[src/rtl/bpu_pkg.sv]
// bpu_pkg: shared transmitter state encoding and default parameters
package bpu_pkg;
    typedef enum logic [2:0] {
        S_IDLE,
        S_START,
        S_DATA,
        S_STOP,
        S_RELEASE
    } tx_state_t;
    localparam int DEF_N            = 1;
    localparam int DEF_CLKS_PER_BIT = 4;
endpackage

[src/rtl/bit_timer.sv]
// bit_timer: free-running baud divider, tick on the last cycle of every CLKS_PER_BIT window
//   clk   system clock
//   rst   synchronous active-high reset
//   clear holds the divider at zero so the next window starts fresh
//   tick  high during the final cycle of each bit period
module bit_timer
    import bpu_pkg::*;
#(
    parameter int CLKS_PER_BIT = DEF_CLKS_PER_BIT
) (
    input  logic clk,
    input  logic rst,
    input  logic clear,
    output logic tick
);
    localparam int W = CLKS_PER_BIT > 1 ? $clog2(CLKS_PER_BIT) : 1;
    logic [W-1:0] cnt_q, cnt_d;
    assign tick  = cnt_q == W'(CLKS_PER_BIT - 1);
    assign cnt_d = (clear || tick) ? '0 : cnt_q + W'(1);
    always_ff @(posedge clk) begin
        if (rst) cnt_q <= '0;
        else     cnt_q <= cnt_d;
    end
endmodule

[src/rtl/serial_tx.sv]
// serial_tx: frames one buffered word as start/LSB-first data/stop, then releases the buffer
//   clk       system clock
//   rst       synchronous active-high reset
//   data_in   word held by the upstream buffer
//   buf_ready upstream status: 1 = empty, 0 = holding a word
//   set_ready release request, high only in RELEASE
//   tx        serial line, idle high
//   busy      high outside IDLE
module serial_tx
    import bpu_pkg::*;
#(
    parameter int N            = DEF_N,
    parameter int CLKS_PER_BIT = DEF_CLKS_PER_BIT
) (
    input  logic         clk,
    input  logic         rst,
    input  logic [N-1:0] data_in,
    input  logic         buf_ready,
    output logic         set_ready,
    output logic         tx,
    output logic         busy
);
    localparam int BW = $clog2(N + 1);
    tx_state_t     state_q, state_d;
    logic [N-1:0]  shreg_q, shreg_d;
    logic [BW-1:0] bit_q, bit_d;
    logic          tick, clear;
    // The divider only runs while a frame is on the line, so every bit period starts aligned.
    assign clear = state_q == S_IDLE || state_q == S_RELEASE;
    bit_timer #(.CLKS_PER_BIT(CLKS_PER_BIT)) u_timer (
        .clk  (clk),
        .rst  (rst),
        .clear(clear),
        .tick (tick)
    );
    always_comb begin
        state_d = state_q;
        shreg_d = shreg_q;
        bit_d   = bit_q;
        case (state_q)
            S_IDLE: if (!buf_ready) begin
                shreg_d = data_in;
                bit_d   = '0;
                state_d = S_START;
            end
            S_START: if (tick) begin
                bit_d   = '0;
                state_d = S_DATA;
            end
            S_DATA: if (tick) begin
                shreg_d = shreg_q >> 1;
                bit_d   = bit_q == BW'(N - 1) ? '0 : bit_q + BW'(1);
                state_d = bit_q == BW'(N - 1) ? S_STOP : S_DATA;
            end
            S_STOP: if (tick) begin
                bit_d   = '0;
                state_d = S_RELEASE;
            end
            // Only an empty buffer ends the release, so a stale word is never sent twice.
            S_RELEASE: if (buf_ready) begin
                bit_d   = '0;
                state_d = S_IDLE;
            end
            default: state_d = S_IDLE;
        endcase
    end
    always_ff @(posedge clk) begin
        if (rst) begin
            state_q <= S_IDLE;
            shreg_q <= '0;
            bit_q   <= '0;
        end else begin
            state_q <= state_d;
            shreg_q <= shreg_d;
            bit_q   <= bit_d;
        end
    end
    // Outputs decode registered state only; buf_ready never reaches tx combinationally.
    assign tx        = state_q == S_START ? 1'b0 : state_q == S_DATA ? shreg_q[0] : 1'b1;
    assign busy      = state_q != S_IDLE;
    assign set_ready = state_q == S_RELEASE;
endmodule

[config.mk]
export PLATFORM = sky130hd
export DESIGN_NAME = serial_tx
export DESIGN_NICKNAME = d
export VERILOG_FILES = /design/src/rtl/bpu_pkg.sv /design/src/rtl/bit_timer.sv /design/src/rtl/serial_tx.sv
export SDC_FILE = /design/constraint.sdc
export NUM_CORES = 1
export LEC_CHECK = 0
export BUFFER_PORTS_ARGS = -buffer_cell sky130_fd_sc_hd__buf_2
export CAP_MARGIN = 25
export CORE_AREA = 2 2 39 41
export DETAILED_ROUTE_END_ITERATION = 10
export DIE_AREA = 0 0 41 43
export MAX_ROUTING_LAYER = met4
export PLACE_DENSITY = 0.49
export RECOVER_POWER = 25
export SLEW_MARGIN = 10
export SYNTH_ARGS = -nofsm -noshare
export SYNTH_HDL_FRONTEND = slang
export SYNTH_SLANG_ARGS = --single-unit
[constraint.sdc]
create_clock -name clk -period 1.15 [get_ports clk]
set_clock_uncertainty 0.1 [all_clocks]
set_input_delay 0.23 -clock clk [delete_from_list [all_inputs] [get_ports clk]]
set_output_delay 0.23 -clock clk [all_outputs]
set_load 0.01 [all_outputs]
**Yosys cells after proc, flatten, opt, wreduce, memory -nomap -nowiden**

Index checks and enable logic that the tools add are counted.

- Register bits after elaboration: 7
- Word-level logic and storage cells: 45
- Output and inout bits: 3
- Input port bits: 4

- Add/subtract/negate cells: 2
- Mux-type cells: 17
- Equality and inequality tests: 11
- Reductions and logical operators: 11

Operator list:

| kind | number |
|---|---|
| 3-bit two-way mux | 5 |
| 3-bit case mux with 5 select lines | 1 |
| 5-bit AND reduction | 2 |
| 1-bit two-way mux | 9 |
| 2-bit by 1-bit != test with 1-bit output, second input constant | 4 |
| 3-bit by 2-bit == test with 1-bit output, second input constant | 2 |
| 2-bit != test, second input constant | 2 |
| 1-bit case mux with 4 select lines | 1 |
| 4-bit nonzero test | 1 |
| 2-bit OR reduction | 2 |
| 3-bit by 1-bit == test with 1-bit output, second input constant | 1 |
| 3-bit == test, second input constant | 1 |
| 3-bit logical NOT | 1 |
| 3-bit AND reduction | 1 |
| 3-bit nonzero test | 1 |
| 2-bit by 1-bit adder with 2-bit output, second input constant | 1 |
| 2-bit == test, second input constant | 1 |
| 1-bit logical OR | 2 |
| 1-bit case mux with 2 select lines | 1 |
| 2-bit nonzero test | 1 |
| 1-bit adder, second input constant | 1 |

**Longest topological paths before layout**

- Depth after elaboration: 4
- Gate-level depth with buffers: 4
- Mapped depth without buffers: 4

**Modules after synthesis**

A second synthesis with hierarchy kept.

- Cell total of the unflattened synthesis: 34
- Area, all modules: 349.1 um2

Modules (own cells, without submodules):

| module | instances | seq. area each (um2) | area each (um2) | cells an instance |
|---|---|---|---|---|
| serial_tx | 1 | 80.1 | 269.0 | 29 |
| bit_timer | 1 | 40.0 | 80.1 | 5 |

**Least setup slack after synthesis**

OpenSTA, ideal clock, no wires.

- Path kind: register to register
- Start point: register u_timer.cnt_q[0]
- End point: register state_q[0]
- Stages on the path, launching flop included: 5
- Clock period less this slack: 1.169 ns
- Setup time: 0.073 ns
- Arrival: 0.996 ns
- Setup slack: -0.019 ns
- Cell sequence: dfxtp_1 ha_1 nor2b_4 o31a_1 nor3_2

- Word-level cells in the longest chain between the ends: 3
- Elaborated cells between the ends (all ways): 5
- Those cells by class: eq/ne (4); reduce/logical (1)

RTL lines:

| element | RTL line | text |
|---|---|---|
| from (decl) | bit_timer.sv:17 | `logic [W-1:0] cnt_q, cnt_d;` |
| from (signal assigned) | bit_timer.sv:22 | `else cnt_q <= cnt_d;` |
| 2-bit == test * | bit_timer.sv:18 | `assign tick = cnt_q == W'(CLKS_PER_BIT - 1);` |
| 2-bit by 1-bit != test with 1-bit output (no source line) | - |  |
| 5-bit AND reduction (no source line) * | - |  |
| to (signal assigned) | serial_tx.sv:73 | `state_q <= state_d;` |
| to (decl) | serial_tx.sv:24 | `tx_state_t state_q, state_d;` |

Every way passes the cells marked *; elsewhere a longest branch is shown, timed or not.
A chain may end at the register's enable or synchronous reset.

**Worst setup path in the final report**

- Start point: register state_q[1]
- End point: output port busy

- Word-level cells in the longest chain between the ends: 1

RTL lines:

| element | RTL line | text |
|---|---|---|
| 3-bit nonzero test | serial_tx.sv:80 | `assign busy = state_q != S_IDLE;` |
| to (decl) | serial_tx.sv:21 | `output logic busy` |

No other way between the ends.

==> summary.md <==
| Metric | Value |
|---|---|
| Setup TNS | -1.02 ns |
| CTS sink count | 6 |
| Post-synth EDFFs | 0 |
| I/O Buffers | 6 |
| Post-DP HPWL | 480 um |
| Num ports | 7 |
| Post-DRT Antenna Nets | 0 |
| Crit path time final | 1.41 ns |
| Internal power | a little under 0.4 mW |
| Final instance area | about 570 sq um |
| Diode count | 0 |
| Post-synth net total | 38 |
| Area leader, netlist | dfxtp_1 |
| R2R Path Start | state_q[0] |
| First-pass GRT wire length | 1270 um |
| Clock network power share | between 30% and 40% |
| RePlAce Congestion | 0.693 |
| Area delta synth->final | 70.9% |
| Design Power | about 0.52 mW |
| Total of max-cap violations | 0 |
| Worst Tran Pin Value | 0.211 ns |
| Cell Area, Placed | 429 sq um |
| Synthesized flop and latch total | 6 |
| DR DRC count | 0 |
| Die extent in y | 43 um |
| Total GRT Usage | 11.5% |
| Initial antenna violation count | 0 |
| Kind of critical path | reg -> out |
| WL/cell | 11.0 um |
| Unique masters post-synth | 24 |
| Endpoints failing setup | 7 |
| DP Worst Slack | -0.0701 ns |
| Final setup margin | -0.258 ns |
| Core area | 0.00138 sq mm |
| Pwr/cell area | 899 mW/mm^2 |
| Status | finished with violations |
| Reg2reg end | state_q[1] |
| Worst setup path end | busy |
| Syn Area/Cell | 10.2 sq um |
| Failing checks | setup timing |
| Cell count after synthesis | 33 |
| Critical path launch point | state_q[1] |
| Unrepaired setup endpoints after global routing | true |
| IR drop worst, VDD | 491 uV |
| Switching share of power | 23.7% |
| CP Max Fanout | 5 |
| WP data required | ~0.82 ns |
| Worst setup EP type | output port |
| NumNets Final | 61 |
| Pins Over Slew Limit | 0 |
| H-tree depth | 1 |
| Leakage power | approximately 0.24 nW |
| Hold Path Class | in -> reg |
| Final hold violations | 0 |
| CTS tree | yes |
| Seq/Total Area, Yosys | 35.8% |
| Clock Tree Buf Depth | 2 |
| Die footprint | 0.00176 sq mm |
| Die X | approximately 41 um |
| CP startpoint kind | register |
| Seq pwr share | 43.0% |
| Synth area leaders | dfxtp_1 36%, buf_6 6.7%, nand3b_1 4.5%, nor2b_4 4.1%, ha_1 3.7% |
| Fin crit share | 122% |
| Hold_buf cts | 0 |
| DR vias | around 310 |
| P_sw | 0.122 mW |
| Clk slew on worst S/H paths | 0.05 ns |
| Slew margin rel. | 85.8% |
| Drt initial violations | 1 |
| Largest net degree at the start of global routing | 7 |
| Row cnt | 14 |
| Critical Path AT | 1.08 ns |
| Synth warnings | 0 |
| Layout cells sized above 1 | 70.4% |
| TritonCTS Buffers | 3 |
| Fmax | 710 MHz |
| CTS Root Cell | clkbuf_4 |
| Logic pwr share | 19.9% |
| Number of global-route vias before repair | 310 |
| Ys async rst share | 0% |
| Top cell type's share of synthesized area | a little over a third |
| Synth Flop Type | dfxtp_1 |
| Vias/cell | 4.47 |
| Mapped Area | 335 sq um |
| Clk Latency, worst-skew pair | 0.24 ns |
| Worst r2r path cells | 7 |
| Initial cell density of the core | about 24% |
| Reg2reg setup slack | -0.14 ns |
| Total routed wirelength | 769 um |
| TritonRoute pass-1 iters | 2 |
| Gr ovfl total | 0 |
flip-flops by register name, indices dropped and copies added (netlist names):
| register | count |
|---|---|
| state_q | 3 |
| u_timer.cnt_q | 2 |
| shreg_q | 1 |
cells in the mapped netlist (all sizes together) (2+ instances only):
cell    number
nor4         2
nand3b       2
nor3         2
nor2b        2
dfxtp        6
buf          2
a21oi        2
nand2        2
worst max-delay path, stage by stage (launching register included):
cell	delay (ns)
dfxtp_4	0.34
or3_1	0.35
buf_2	0.14
cells in the final DEF, fill, tap and decap left out:
master / synthesis / final
a21oi_1: 2 / 2
and2_4: 0 / 1
and2b_2: 1 / 1
buf_2: 0 / 5
buf_4: 0 / 10
buf_6: 2 / 5
clkbuf_4: 0 / 3
dfxtp_1: 6 / 2
dfxtp_2: 0 / 1
dfxtp_4: 0 / 3
ha_4: 0 / 1
nand2_1: 2 / 1
nand2_2: 0 / 1
nand3b_1: 2 / 2
nand4b_1: 1 / 1
nand4bb_1: 1 / 1
nor2_4: 0 / 1
nor2b_1: 1 / 1
nor2b_4: 1 / 1
nor3_1: 1 / 1
nor3_2: 1 / 1
nor3b_2: 0 / 1
nor4_1: 1 / 1
nor4_4: 0 / 1
nor4b_2: 0 / 1
o21bai_2: 0 / 1
o31a_1: 1 / 1
or2b_1: 1 / 1
or3_1: 1 / 1
xor2_1: 1 / 1
logic make-up (layout without fill, tap and decap cells):
group	after synthesis	in the layout	share of synthesized area (%)
AND/OR/NAND/NOR	19	19	43.3
AO/OA/AOI/OAI	4	4	7.84
flip-flops	6	6	35.8
adder cells (fa/ha/maj)	1	1	3.73
XOR/XNOR	1	1	2.61
buffers and inverters	2	23	6.72
power by group through the flow:
stage,registers [mW],logic [mW],clock network [mW]
global placement,0.229,0.0675,0
floorplan,0.224,0.0463,0
detailed placement,0.229,0.0675,0
global route,0.222,0.112,0.218
finish,0.221,0.102,0.191
CTS,0.226,0.0894,0.200
per-stage QoR:
stage / utilization, % / hold WS [ns] / instances
after global placement: 31.0 / 0.328 / 61
final: 41.4 / 0.129 / 70
after floorplan: - / 0.199 / 33
after global routing: 41.4 / 0.139 / 70
after CTS: 37.2 / 0.122 / 66
after detailed placement: 31.0 / 0.333 / 61
metal layers:
layer | global-route usage, % | up-vias | share of wire, %
met4 | 8.00 | 0 | 0
met1 | 14.3 | 142 | 47
li1 | - | 165 | -
met2 | 15.3 | 6 | 48
met5 | - | - | 0
met3 | 3.14 | 0 | 4.3
timing repair:
item                                    in CTS  in global routing
setup buffers                                2                  4
cloned                                       0                  0
gates resized for setup                     12                  9
endpoints found under the setup margin       7                  7
pin swaps                                    5                  2
layout make-up:
type | count | area [sq um]
Sequential cell | 6 | 133
Fill cell | 140 | 811
Timing Repair Buffer | 20 | 156
Multi-Input combinational cell | 25 | 241
Tap cell | 16 | 20.0
Clock buffer | 3 | 22.5
worst min path at each step:
stage	startpoint	endpoint	slack (ns)	cells after the start
after floorplan	rst	shreg_q	0.20	1
after global placement	u_timer.cnt_q[0]	u_timer.cnt_q[0]	0.33	1
after detailed placement	u_timer.cnt_q[0]	u_timer.cnt_q[0]	0.33	1
after CTS	data_in	shreg_q	0.12	3
after global routing	data_in	shreg_q	0.14	3
final	data_in	shreg_q	0.13	3
No activity file was read; power rests on OpenSTA's default activity.
